File: src/rtl/if_fetch_buffer.sv
// Instruction-fetch buffer between the PC stage and decode: issues fetch requests,
// collects in-order responses and hands {addr, inst} pairs to decode; flush discards all.
module if_fetch_buffer #(
    parameter int unsigned DEPTH = 4,
    parameter int unsigned AW    = 32,
    parameter int unsigned DW    = 32
) (
    input  logic          clk,
    input  logic          rst,
    input  logic [AW-1:0] pc_i,
    input  logic          pc_valid_i,
    output logic          pc_ready_o,
    input  logic          flush_i,
    output logic          imem_req_valid_o,
    output logic [AW-1:0] imem_req_addr_o,
    input  logic          imem_req_ready_i,
    input  logic          imem_rsp_valid_i,
    input  logic [DW-1:0] imem_rsp_data_i,
    output logic          inst_valid_o,
    output logic [DW-1:0] inst_o,
    output logic [AW-1:0] inst_addr_o,
    input  logic          inst_ready_i,
    output logic          err_o
);
    localparam int unsigned IW = $clog2(DEPTH);
    localparam int unsigned PW = IW + 1;
    localparam logic [PW:0] DEPTH_W = DEPTH[PW:0];

    logic [PW-1:0] alloc_ptr, fill_ptr, rd_ptr, drop_cnt;
    logic [PW-1:0] count, outstanding;
    logic [PW:0]   occupancy;
    logic [AW-1:0] addr_q [DEPTH];
    logic [DW-1:0] data_q [DEPTH];
    logic [DEPTH-1:0] filled_q;
    logic          err_q;
    logic          credit, accept, pop;
    logic          rsp_drop, rsp_fill, rsp_spur;
    logic [IW-1:0] alloc_idx, fill_idx, rd_idx;

    always_comb begin
        count       = alloc_ptr - rd_ptr;
        outstanding = alloc_ptr - fill_ptr;
        occupancy   = {1'b0, count} + {1'b0, drop_cnt};
        credit      = occupancy < DEPTH_W;
        alloc_idx   = alloc_ptr[IW-1:0];
        fill_idx    = fill_ptr[IW-1:0];
        rd_idx      = rd_ptr[IW-1:0];

        imem_req_valid_o = pc_valid_i & credit & ~flush_i;
        imem_req_addr_o  = pc_i;
        // rst term holds the PC stage while reset is asserted
        pc_ready_o       = imem_req_valid_o & imem_req_ready_i & ~rst;
        accept           = pc_ready_o;

        inst_valid_o = filled_q[rd_idx] & (count != '0) & ~flush_i;
        inst_o       = data_q[rd_idx];
        inst_addr_o  = addr_q[rd_idx];
        pop          = inst_valid_o & inst_ready_i;

        rsp_drop = imem_rsp_valid_i & (drop_cnt != '0);
        rsp_fill = imem_rsp_valid_i & (drop_cnt == '0) & (outstanding != '0);
        rsp_spur = imem_rsp_valid_i & (drop_cnt == '0) & (outstanding == '0);

        err_o = err_q;
    end

    always_ff @(posedge clk or posedge rst) begin
        if (rst) begin
            alloc_ptr <= '0;
            fill_ptr  <= '0;
            rd_ptr    <= '0;
            drop_cnt  <= '0;
            filled_q  <= '0;
            err_q     <= 1'b0;
            for (int unsigned i = 0; i < DEPTH; i++) begin
                addr_q[i] <= '0;
                data_q[i] <= '0;
            end
        end else begin
            if (rsp_spur)
                err_q <= 1'b1;
            if (flush_i) begin
                // Everything issued so far becomes owed-and-discarded; a response
                // arriving this same cycle already settles one of those.
                drop_cnt <= drop_cnt + outstanding - PW'(rsp_drop | rsp_fill);
                fill_ptr <= alloc_ptr;
                rd_ptr   <= alloc_ptr;
                filled_q <= '0;
            end else begin
                // Accept, fill and pop always touch distinct entries, so the
                // individual filled-bit writes never collide.
                if (accept) begin
                    addr_q[alloc_idx]   <= pc_i;
                    filled_q[alloc_idx] <= 1'b0;
                    alloc_ptr           <= alloc_ptr + PW'(1);
                end
                if (rsp_drop) begin
                    drop_cnt <= drop_cnt - PW'(1);
                end else if (rsp_fill) begin
                    data_q[fill_idx]   <= imem_rsp_data_i;
                    filled_q[fill_idx] <= 1'b1;
                    fill_ptr           <= fill_ptr + PW'(1);
                end
                if (pop) begin
                    filled_q[rd_idx] <= 1'b0;
                    rd_ptr           <= rd_ptr + PW'(1);
                end
            end
        end
    end
endmodule
File: config.mk
export PLATFORM = sky130hd
export DESIGN_NAME = if_fetch_buffer
export DESIGN_NICKNAME = d
export VERILOG_FILES = /design/src/rtl/if_fetch_buffer.sv
export SDC_FILE = /design/constraint.sdc
export NUM_CORES = 1
export LEC_CHECK = 0
export ABC_AREA = 1
export CAP_MARGIN = 20
export CORE_ASPECT_RATIO = 1.1
export CORE_MARGIN = 3
export CORE_UTILIZATION = 30
export CTS_BUF_LIST = sky130_fd_sc_hd__clkbuf_8
export DETAILED_ROUTE_END_ITERATION = 7
export SYNTH_ARGS = -nofsm -noshare
export SYNTH_HDL_FRONTEND = slang
export SYNTH_SLANG_ARGS = --single-unit
export TNS_END_PERCENT = 10
File: constraint.sdc
create_clock -name clk -period 12.66 [get_ports clk]
set_input_delay 2.532 -clock clk [delete_from_list [all_inputs] [get_ports clk]]
set_output_delay 2.532 -clock clk [all_outputs]
set_load 0.005 [all_outputs]
**Yosys cells after proc, flatten, opt, wreduce, memory -nomap -nowiden**

Cells that the tools add are included.

- Bits in registers: 273
- Input bits: 71
- Output and inout port bits: 100
- Logic and storage cells: 109

- Add/subtract/negate cells: 9
- Magnitude comparators: 12
- Equal/unequal tests: 1
- Mux-type cells: 34
- Bitwise logic cells: 23
- Reductions and logical operators: 16

Operators with widths:

| operator | count |
|---|---|
| $bwmux W128 | 2 |
| $mux W32 | 6 |
| $bmux W32 S2 | 2 |
| $demux W32 S2 | 2 |
| $mux W4 | 7 |
| $mux W3 | 7 |
| $and A1 B1 Y1 | 11 |
| $add A3 B1 Y3 const B | 3 |
| $ge A3 B3 Y1 const B | 3 |
| $lt A2 B3 Y1 const B | 3 |
| $not A2 Y3 | 3 |
| $reduce_bool A3 Y1 | 3 |
| $and A4 B4 Y4 | 2 |
| $not A4 Y4 | 2 |
| $demux W1 S2 | 3 |
| $ge A2 B1 Y1 const B | 3 |
| $logic_not A3 Y1 | 2 |
| $lt A3 B1 Y1 const B | 2 |
| $reduce_bool A2 Y1 | 3 |
| $sub A3 B3 Y3 | 2 |
| $logic_and A1 B1 Y1 | 5 |
| $add A3 B3 Y4 | 1 |
| $lt A4 B3 Y1 const B | 1 |
| $mux W1 | 4 |
| 10 further kinds | 13 |

**Longest topological paths before layout**

Gate-level depths: netlist of the first run.

- Depth in word-level cells: 16
- Gate-level depth with buffers: 22

**Worst setup path after synthesis of the first run**

No wires, ideal clock.

- Path kind: in2out
- Start: input flush_i
- End: output pc_ready_o
- Data arrival time: 3.207 ns
- Required time: 10.128 ns
- Slack: 6.921 ns
- Cell stages on the path: 6
- Path buffers: 1
- Path through: buf_6 nor2_4 o21a_4 and2_1 nand2_1 inv_1

- Cells in the longest elaborated chain, start to end: 4

Ends and longest elaborated chain:

| element | RTL line | source |
|---|---|---|
| start, declared | 13 | `input logic flush_i,` |
| $not A1 Y1 (no line) | -- |  |
| $and A1 B1 Y1 | 49 | `imem_req_valid_o = pc_valid_i & credit & ~flush_i;` |
| via imem_req_valid_o | 14 | `output logic imem_req_valid_o,` |
| $and A1 B1 Y1 (2 in a row) | 52 | `pc_ready_o = imem_req_valid_o & imem_req_ready_i & ~rst;` |
| end, declared | 12 | `output logic pc_ready_o,` |

The timed path passes the listed nets, and every way through them passes these cells.

**Final worst setup path of the first run**

- Start: input flush_i
- End: output inst_valid_o

- Cells in the longest elaborated chain, start to end: 2

Ends and longest elaborated chain:

| element | RTL line | source |
|---|---|---|
| $not A1 Y1 (no line) | -- |  |
| $and A1 B1 Y1 | 55 | `inst_valid_o = filled_q[rd_idx] & (count != '0) & ~flush_i;` |
| end, declared | 19 | `output logic inst_valid_o,` |

Every way passes these cells.

==> impl_metrics.json, run 1 <==
{
  "status": "completed",
  "critPathBufInv": 4,
  "hold_viol": 0,
  "first_global_vias": 10180,
  "gr-usage-all-layers_pct": 14.49,
  "rows": 79,
  "timing.final.ws_setup_ps": 5300,
  "hpwlAfterDp_um": 18600,
  "dieWidth_um": 203.7,
  "critPathSlowestCell": "clkdlybuf4s50_1",
  "drive_above_1_share_pct": 7.488,
  "grt_max_degree": 127,
  "syn_nets": 1582,
  "rrSetupSlack_ps": 8760,
  "p_leak_nw": 7.202,
  "first_pass_iters": 4,
  "cts_inserted_buffers": 49,
  "first_iter_violations": 522,
  "wl_um": 32720,
  "diodes": 0,
  "fin_crit_sh_pct": 58.13,
  "grt_overflow": 0,
  "clock_latency_ps": 590,
  "cts_post_setup_buffers_inserted": 0,
  "slew_headroom_pct": 34.79,
  "min_period_ps": 7360,
  "clk_path_buf_depth": 3,
  "dieHeight_um": 223.5,
  "hold_buffers": 0,
  "fp.dieArea_mm2": 0.04554,
  "slew_viol_final": 0,
  "antenna_found_initial": 1,
  "tns_ps": 0,
  "worstPathArrival_ps": 4830,
  "synth_warnings": 0,
  "routed-via-count": 10320,
  "dpl_cell_area_mm2": 0.01457,
  "ctsResizeCount": 0,
  "cp.required_ps": 10130,
  "synth_mux_area_share_pct": 0,
  "synth_top_cell_by_area": "dfrtp_1",
  "cts_tree": "done",
  "grt_pass1_wl_um": 53630,
  "synthSimpleGateAreaFrac_pct": 15.03,
  "post-place-ws_ps": 5316,
  "synth_top_cell_area_share_pct": 52.94,
  "clock-root-buffer": "clkbuf_8",
  "synthAdderAreaFrac_pct": 2.502,
  "cp-end-kind": "output pin",
  "startpoint_type": "input port",
  "via_per_inst": 4.727,
  "coreArea_mm2": 0.04240,
  "hp-class": "flop to flop",
  "syn_area_per_cell_um2": 8.678,
  "peakVddDrop_mv": 0.09475,
  "fin_skew_ps": 13.81,
  "ant_nets": 0,
  "ios": 171,
  "synth.cell_area_mm2": 0.01290,
  "synth_top_family_by_area": "compound AO/OA/AOI/OAI gates",
  "postLayoutCellArea_mm2": 0.01554,
  "rsz0062_at_grt": "false",
  "finalNetCount": 1682,
  "synthCells": 1487,
  "worstPathMaxFanout": 18,
  "start_util_pct": 30.43,
  "synth_xor_area_share_pct": 0.3394,
  "ys_types": 33,
  "drv_cap": 0,
  "fmax_mhz": 135.9,
  "area_growth_pct": 20.46,
  "slowest_delay_ps": 760,
  "routabilityCongestion": 0.7462,
  "cts-htree-levels": 2,
  "critical_path_class": "input port to output pin",
  "synth_compound_area_share_pct": 19.54,
  "worst_pin_slew_ps": 978.2,
  "ys_ff_latch": 273,
  "wl_per_cell_um": 14.99,
  "path_clk_slew_ps": 50,
  "setup_viol": 0,
  "portBuffers": 170,
  "cp_top_family": "buffers and inverters",
  "cts_num_sinks": 273,
  "ys_top_cells_by_area": "dfrtp_1 53%, o21ai_0 11%, nand2_1 9.2%",
  "synth_seq_area_share_pct": 52.94,
  "p_per_area_mw_per_mm2": 242.6,
  "route.detailed.drc": 0,
  "worstPathCellList": "clkdlybuf4s50_1 -> inv_1 -> nand2_1 -> nor2_2 -> nand2_1 -> inv_1 -> clkdlybuf4s50_1"
}
## cell type report
type                       instances  area [um^2]
inverter                         101        389.1
clock inverter                    22        117.6
timing repair buffer             183         1839
sequential                       273         6837
multi-input combinational        979         4853
tap                              567        709.4
clock buffer                      58        798.3
fill                            4342        26860
## synthesized netlist by cell type
cell type  number
ha_1           21
nand4_2         3
o22ai_1        64
clkbuf_1       45
nor2_4          1
a21oi_1         1
o21ai_2        25
xnor2_1         2
inv_2           2
clkbuf_2        3
buf_2          23
nand4_1         9
dfrtp_1       273
xor2_1          3
o21ai_0       276
buf_6          28
inv_1          99
a41o_1          1
nand3_1         8
nand2_2         2
fa_1            3
nor3_4          1
nor3b_4         1
nand3_2         2
nand3b_1        1
and2_1          1
buf_1           3
buf_4          32
nor2_1        138
o21a_4          1
nor2_2          2
nand2_1       315
o21ai_1        98
## layout by cell type, fill, tap and decap left out
cell type / synthesis / routed
bufinv_16: 0 / 1
o21a_4: 1 / 1
clkinvlp_4: 0 / 1
buf_4: 32 / 11
dfrtp_1: 273 / 271
nand4_1: 9 / 9
clkbuf_8: 0 / 58
ha_1: 21 / 21
buf_16: 0 / 2
nor2_4: 1 / 1
o21ai_2: 25 / 25
inv_1: 99 / 113
nor3_4: 1 / 1
nor2_1: 138 / 138
nand3_2: 2 / 2
inv_8: 0 / 1
o21ai_1: 98 / 98
and2_1: 1 / 1
xnor2_1: 2 / 2
nand3b_1: 1 / 1
xor2_1: 3 / 3
clkdlybuf4s50_1: 0 / 170
inv_2: 2 / 2
inv_4: 0 / 1
o22ai_1: 64 / 64
dfrtp_4: 0 / 1
a41o_1: 1 / 1
a21oi_1: 1 / 1
nand2_1: 315 / 315
nor2_2: 2 / 2
nand4_4: 0 / 3
nand3_1: 8 / 8
dfrtp_2: 0 / 1
fa_1: 3 / 3
nor3b_4: 1 / 1
nand2_2: 2 / 2
clkinv_2: 0 / 4
o21ai_0: 276 / 276
## kinds of logic (layout without fill, tap and decap cells)
logic type	count (synthesis)	after routing
AO/OA/AOI/OAI	466	466
adder cells (fa/ha/maj)	24	24
buffers and inverters	235	364
flip-flops	273	273
AND/OR/NAND/NOR	484	484
XOR/XNOR	5	5
## flip-flops by register name, indices dropped and copies added, names as in the netlist
| register | count |
|---|---|
| drop_cnt | 3 |
| err_o | 1 |
| alloc_ptr | 3 |
| data_q | 128 |
| filled_q | 4 |
| addr_q | 128 |
| rd_ptr | 3 |
| fill_ptr | 3 |
## worst register-to-register path, cell delays in order, from the launching register on
cell     delay, ps
dfrtp_4        880
ha_1           280
inv_1           50
fa_1           390
inv_1           70
nand2_1         60
nand3_1        100
nand2_1         70
ha_1           210
nor3b_4        410
nand4_4        760
o21ai_0        520
## worst paths after layout
path | from | to | depth (start not counted)
min in group asynchronous | rst | drop_cnt[1] | 2
min reg2reg | data_q[33] | data_q[33] | 2
max | flush_i | inst_valid_o | 7
min | data_q[33] | data_q[33] | 2
max in group asynchronous | rst | data_q[65] | 4
max reg2reg | rd_ptr[0] | addr_q[36] | 11
## per-stage QoR
step,utilization (%),hold WS [ps],total power (W),cells
global placement,34.37,458.2,0.002979,2101
floorplan,-,447.8,0.002375,1487
finish,36.66,474.4,0.003771,2183
CTS,36.53,476.9,0.003834,2181
global route,36.66,502.7,0.004114,2183
detailed placement,34.37,463.2,0.003015,2101
## layer usage
layer  track usage, %  share of wire [%]  vias up
met4            4.775                2.4        0
met1            18.43                 45     4905
met3            3.108                5.6       57
met2            24.60                 47      277
met5                0                  0        -
li1                 -                  -     5079
## report_power, final
group | internal [W] | total, W | switching (W)
clock network | 0.000430 | 0.000781 | 0.000352
registers | 0.00124 | 0.00146 | 0.000217
logic | 0.000722 | 0.00153 | 0.000811
Note: power is estimated with default switching activity, not from simulation.
==> run 2, diff against run 1 <==
==> constraint.sdc (replaced) <==
create_clock -name clk -period 7.15 [get_ports clk]
set_input_delay 1.43 -clock clk [delete_from_list [all_inputs] [get_ports clk]]
set_output_delay 1.43 -clock clk [all_outputs]
set_load 0.005 [all_outputs]
==> run 2 against run 1 <==
Hold slack better by 2.0 ps; critical endpoint is now pc_ready_o; clock power is 96% higher; power is 81% higher.
==> impl_metrics.json, run 2 (same netlist as run 1, synthesis figures left out) <==
{
  "status": "completed",
  "area_growth_pct": 21.23,
  "worstPathCellList": "ha_1 -> inv_1 -> fa_1 -> inv_1 -> nand2_1 -> nand3_1 -> nand2_1 -> ha_1 -> nor3b_4 -> and2_1 -> nand2_1 -> inv_1 -> clkdlybuf4s50_1",
  "hold_buffers": 0,
  "cp.required_ps": 5720,
  "critPathSlowestCell": "dfrtp_4",
  "worst_pin_slew_ps": 1016,
  "via_per_inst": 4.706,
  "cts_post_setup_buffers_inserted": 0,
  "multi_input_area_mm2": 0.004845,
  "rr_worst_depth": 11,
  "ios": 171,
  "mostFrequentLayoutCells": "315 x nand2_1, 276 x o21ai_0, 271 x dfrtp_1",
  "dieHeight_um": 223.5,
  "cp-end-kind": "output pin",
  "routed-via-count": 10300,
  "clock-root-buffer": "clkbuf_8",
  "hold_path_depth": 2,
  "crit_cells": 13,
  "setup_viol": 0,
  "hp-class": "flop to flop",
  "nFillCells": 4353,
  "cts_inserted_buffers": 49,
  "cts-htree-levels": 2,
  "worstPathMaxFanout": 63,
  "final_common_cell": "nand2_1",
  "first_global_vias": 9917,
  "p_leak_nw": 7.233,
  "min_period_ps": 5351,
  "cts_num_sinks": 273,
  "route.detailed.drc": 0,
  "reg_top3": "addr_q: 128 flops, data_q: 128 flops, filled_q: 4 flops",
  "fp.dieArea_mm2": 0.04554,
  "grt_pass1_wl_um": 52960,
  "grt_overflow": 0,
  "slowest_delay_ps": 880,
  "hold_viol": 0,
  "startpoint_type": "flop",
  "ctsResizeCount": 0,
  "first_pass_iters": 5,
  "fin_crit_sh_pct": 74.84,
  "antenna_found_initial": 0,
  "slew_viol_final": 0,
  "path_clk_slew_ps": 60,
  "layout.area.seq_mm2": 0.006837,
  "ant_nets": 0,
  "p_total_w": 0.006822,
  "critPathBufInv": 4,
  "hpwlAfterDp_um": 18730,
  "clock_latency_ps": 600,
  "clk_path_buf_depth": 3,
  "portBuffers": 170,
  "rows": 79,
  "fmax_mhz": 186.9,
  "first_iter_violations": 538,
  "wl_per_cell_um": 15.11,
  "critical_path_class": "flop to output pin",
  "rsz0062_at_grt": "false",
  "finalNetCount": 1683,
  "coreArea_mm2": 0.04240,
  "drv_cap": 0,
  "finish.utilization_pct": 36.89,
  "wl_um": 33080,
  "routabilityCongestion": 0.7896,
  "peakVddDrop_mv": 0.1497,
  "p_per_area_mw_per_mm2": 436.1,
  "gr-usage-all-layers_pct": 14.31,
  "drive_above_1_share_pct": 8.138,
  "grt_max_degree": 142,
  "cp_top_family": "simple AND/OR/NAND/NOR gates",
  "fin_skew_ps": 21.80,
  "cts_tree": "done",
  "holdWs_ps": 476.4,
  "start_util_pct": 30.43,
  "diodes": 0,
  "worstPathArrival_ps": 3920,
  "dieWidth_um": 203.7,
  "tns_ps": 0,
  "slew_headroom_pct": 32.24
}
run 2: path summary, 6_finish.rpt:
kind	start	end	slack [ps]
worst max-delay path	rd_ptr[0]	pc_ready_o	1800
worst min-delay path	addr_q[87]	addr_q[87]	480
worst max register to register	rd_ptr[0]	addr_q[103]	3260
worst min register to register	addr_q[87]	addr_q[87]	480
min in group asynchronous	rst	drop_cnt[1]	1400
max in group asynchronous	rst	data_q[41]	4230
run 2: metal layers:
| layer | vias up | global-route usage, % | routed length (um) |
|---|---|---|---|
| met5 | - | 0 | 0 |
| li1 | 5093 | - | - |
| met3 | 52 | 3.473 | 1857 |
| met1 | 4872 | 19.15 | 15320 |
| met4 | 0 | 3.775 | 600 |
| met2 | 284 | 23.34 | 15300 |
run 2: power breakdown:
| part | leakage (nW) | internal (W) | switching [W] | total, W |
|---|---|---|---|---|
| Combinational | 3.02 | 0.00128 | 0.00143 | 0.00271 |
| Sequential | 3.64 | 0.00219 | 0.000385 | 0.00258 |
| Clock | 0.571 | 0.000869 | 0.000662 | 0.00153 |
| Total | 7.23 | 0.00434 | 0.00248 | 0.00682 |
run 2: area by class of cell:
class / instances / area share (%)
flip-flops and latches: 273 / 43.71
well taps: 567 / 4.535
clock buffers: 64 / 5.631
multi-input cells: 979 / 30.97
clock inverters: 21 / 0.9358
inverters: 101 / 2.464
repair buffers: 184 / 11.76
run 2: per-stage QoR:
step / instances / cell area, um^2 / setup slack (ps)
after detailed placement: 2103 / 14590 / 1973
after global routing: 2189 / 15640 / 1462
final: 2189 / 15640 / 1799
after global placement: 2103 / 14590 / 2038
after CTS: 2188 / 15620 / 1671
after floorplan: 1487 / 12910 / 2111
run 2: worst min-delay path, stage by stage (launching register included):
cell and delay, ps:
dfrtp_1 330, nand2_1 50, o21ai_0 60
==> run 3, diff against run 2 <==
==> constraint.sdc (replaced) <==
create_clock -name clk -period 5.31 [get_ports clk]
set_input_delay 1.062 -clock clk [delete_from_list [all_inputs] [get_ports clk]]
set_output_delay 1.062 -clock clk [all_outputs]
set_load 0.005 [all_outputs]
==> run 3 against run 2 <==
Global-route usage rose by 0.56 points; sequential cell count did not move; highest routed layer unchanged; largest power group unchanged; clock skew fell by 8.2 ps; cell count rose by 0.18%.
==> impl_metrics.json, run 3 (same netlist as run 1, synthesis figures left out) <==
{
  "clock-root-buffer": "clkbuf_8",
  "cts-htree-levels": 2,
  "via_per_inst": 4.759,
  "critical_path_class": "flop to output pin",
  "reg_top3": "addr_q: 128 flops, data_q: 128 flops, filled_q: 4 flops",
  "layout.area.seq_mm2": 0.006837,
  "finish.utilization_pct": 36.76,
  "drv_cap": 0,
  "min_period_ps": 4636,
  "hold_viol": 0,
  "crit_path_start": "alloc_ptr[0]",
  "portBuffers": 170,
  "rr_worst_depth": 14,
  "hp-class": "flop to flop",
  "drive_above_1_share_pct": 7.872,
  "worstPathArrival_ps": 3570,
  "worstPathMaxFanout": 5,
  "power_frac_comb_pct": 41.2,
  "routed-via-count": 10440,
  "dieWidth_um": 203.7,
  "first_pass_iters": 5,
  "fmax_mhz": 215.7,
  "status": "completed",
  "ctsResizeCount": 0,
  "antenna_found_initial": 0,
  "coreArea_mm2": 0.04240,
  "slew_headroom_pct": 34.06,
  "first_global_vias": 10350,
  "clk_path_buf_depth": 3,
  "rrSetupSlack_ps": 1630,
  "first_iter_violations": 580,
  "ant_nets": 0,
  "worst_pin_slew_ps": 989.1,
  "start_util_pct": 30.43,
  "routabilityCongestion": 0.7477,
  "cts_num_sinks": 273,
  "timing.final.ws_setup_ps": 674.1,
  "reg2reg_to": "addr_q[38]",
  "cp-end-kind": "output pin",
  "path_clk_slew_ps": 60,
  "startpoint_type": "flop",
  "wl_um": 33650,
  "internal_power_w": 0.005719,
  "cts_inserted_buffers": 49,
  "setup_viol": 0,
  "grt_max_degree": 129,
  "rsz0062_at_grt": "false",
  "slew_viol_final": 0,
  "cp.required_ps": 4250,
  "hpwlAfterDp_um": 18850,
  "multi_input_area_mm2": 0.004845,
  "hold_buffers": 0,
  "post-place-ws_ps": 1285,
  "final_common_cell": "nand2_1",
  "peakVddDrop_mv": 0.2140,
  "grt_pass1_wl_um": 55140,
  "wl_per_cell_um": 15.34,
  "diodes": 0,
  "crit_end": "pc_ready_o",
  "rows": 79,
  "p_per_area_mw_per_mm2": 582.1,
  "ios": 171,
  "mostFrequentLayoutCells": "315 x nand2_1, 276 x o21ai_0, 271 x dfrtp_1",
  "seqPwrFrac_pct": 37.7,
  "nFillCells": 4378,
  "min_from": "data_q[37]",
  "cts_tree": "done",
  "route.detailed.drc": 0,
  "fin_crit_sh_pct": 87.30,
  "gr-usage-all-layers_pct": 14.87,
  "r2r-start": "alloc_ptr[0]",
  "area_growth_pct": 20.81,
  "finalNetCount": 1684,
  "power_switching_w": 0.003356,
  "clockPowerShare_pct": 21.1,
  "clock_latency_ps": 600,
  "p_leak_nw": 7.231,
  "cts_post_setup_buffers_inserted": 0,
  "tns_ps": 0,
  "fin_skew_ps": 13.64,
  "fp.dieArea_mm2": 0.04554,
  "switching_share_pct": 36.98,
  "dieHeight_um": 223.5,
  "grt_overflow": 0
}
run 3: cell count changes in the layout (fill, tap and decap cells not counted):
| cell | change |
|---|---|
| buf_12 | +3 |
| buf_16 | -1 |
| buf_4 | -1 |
| bufinv_16 | -1 |
| clkbuf_8 | -7 |
| clkinv_2 | +2 |
| clkinvlp_4 | +1 |
| inv_1 | +8 |
run 3: worst max-delay path, cell delays in order, from the launching register on:
cell and delay (ps):
dfrtp_1 410, inv_1 180, ha_1 170, inv_1 50
fa_1 380, inv_1 60, nand2_1 60, nand3_1 100
nand2_1 60, ha_1 210, nor3b_4 380, and2_1 200
nand2_1 80, inv_1 120, clkdlybuf4s50_1 510
run 3: final cells by class:
class / count / share of cell area (%)
sequential: 273 / 43.86
clock buffer: 57 / 5.033
inverter: 101 / 2.472
tap: 567 / 4.551
timing repair buffer: 185 / 11.96
clock inverter: 31 / 1.051
multi-input combinational: 979 / 31.08
run 3: how the worst min path moves through the flow:
stage | end | cells after the start
detailed placement | data_q[37] | 2
floorplan | addr_q[33] | 2
global placement | addr_q[58] | 2
CTS | data_q[37] | 2
global route | data_q[92] | 2
finish | data_q[37] | 2
run 3: layer usage:
layer | wire, um | track usage (%)
met1 | 15470 | 19.45
met2 | 15730 | 24.80
met3 | 1799 | 3.152
met4 | 651 | 4.575
met5 | 0 | 0
run 3: power by group through the flow:
stage               combinational [W]  sequential [W]  clock [W]
floorplan                     0.00233         0.00334          0
global placement              0.00371         0.00342          0
detailed placement            0.00378         0.00344          0
CTS                           0.00380         0.00342    0.00200
global route                  0.00425         0.00353    0.00210
finish                        0.00374         0.00342    0.00192
run 3: metrics by stage:
| stage | cell area, um^2 | std cells | hold WS [ps] | total power, W |
|---|---|---|---|---|
| floorplan | 12910 | 1487 | 447.8 | 0.005662 |
| global route | 15590 | 2193 | 492.2 | 0.009885 |
| detailed placement | 14620 | 2104 | 463.6 | 0.007221 |
| CTS | 15570 | 2192 | 478.1 | 0.009222 |
| global placement | 14620 | 2104 | 460.6 | 0.007127 |
| finish | 15590 | 2193 | 474.4 | 0.009075 |
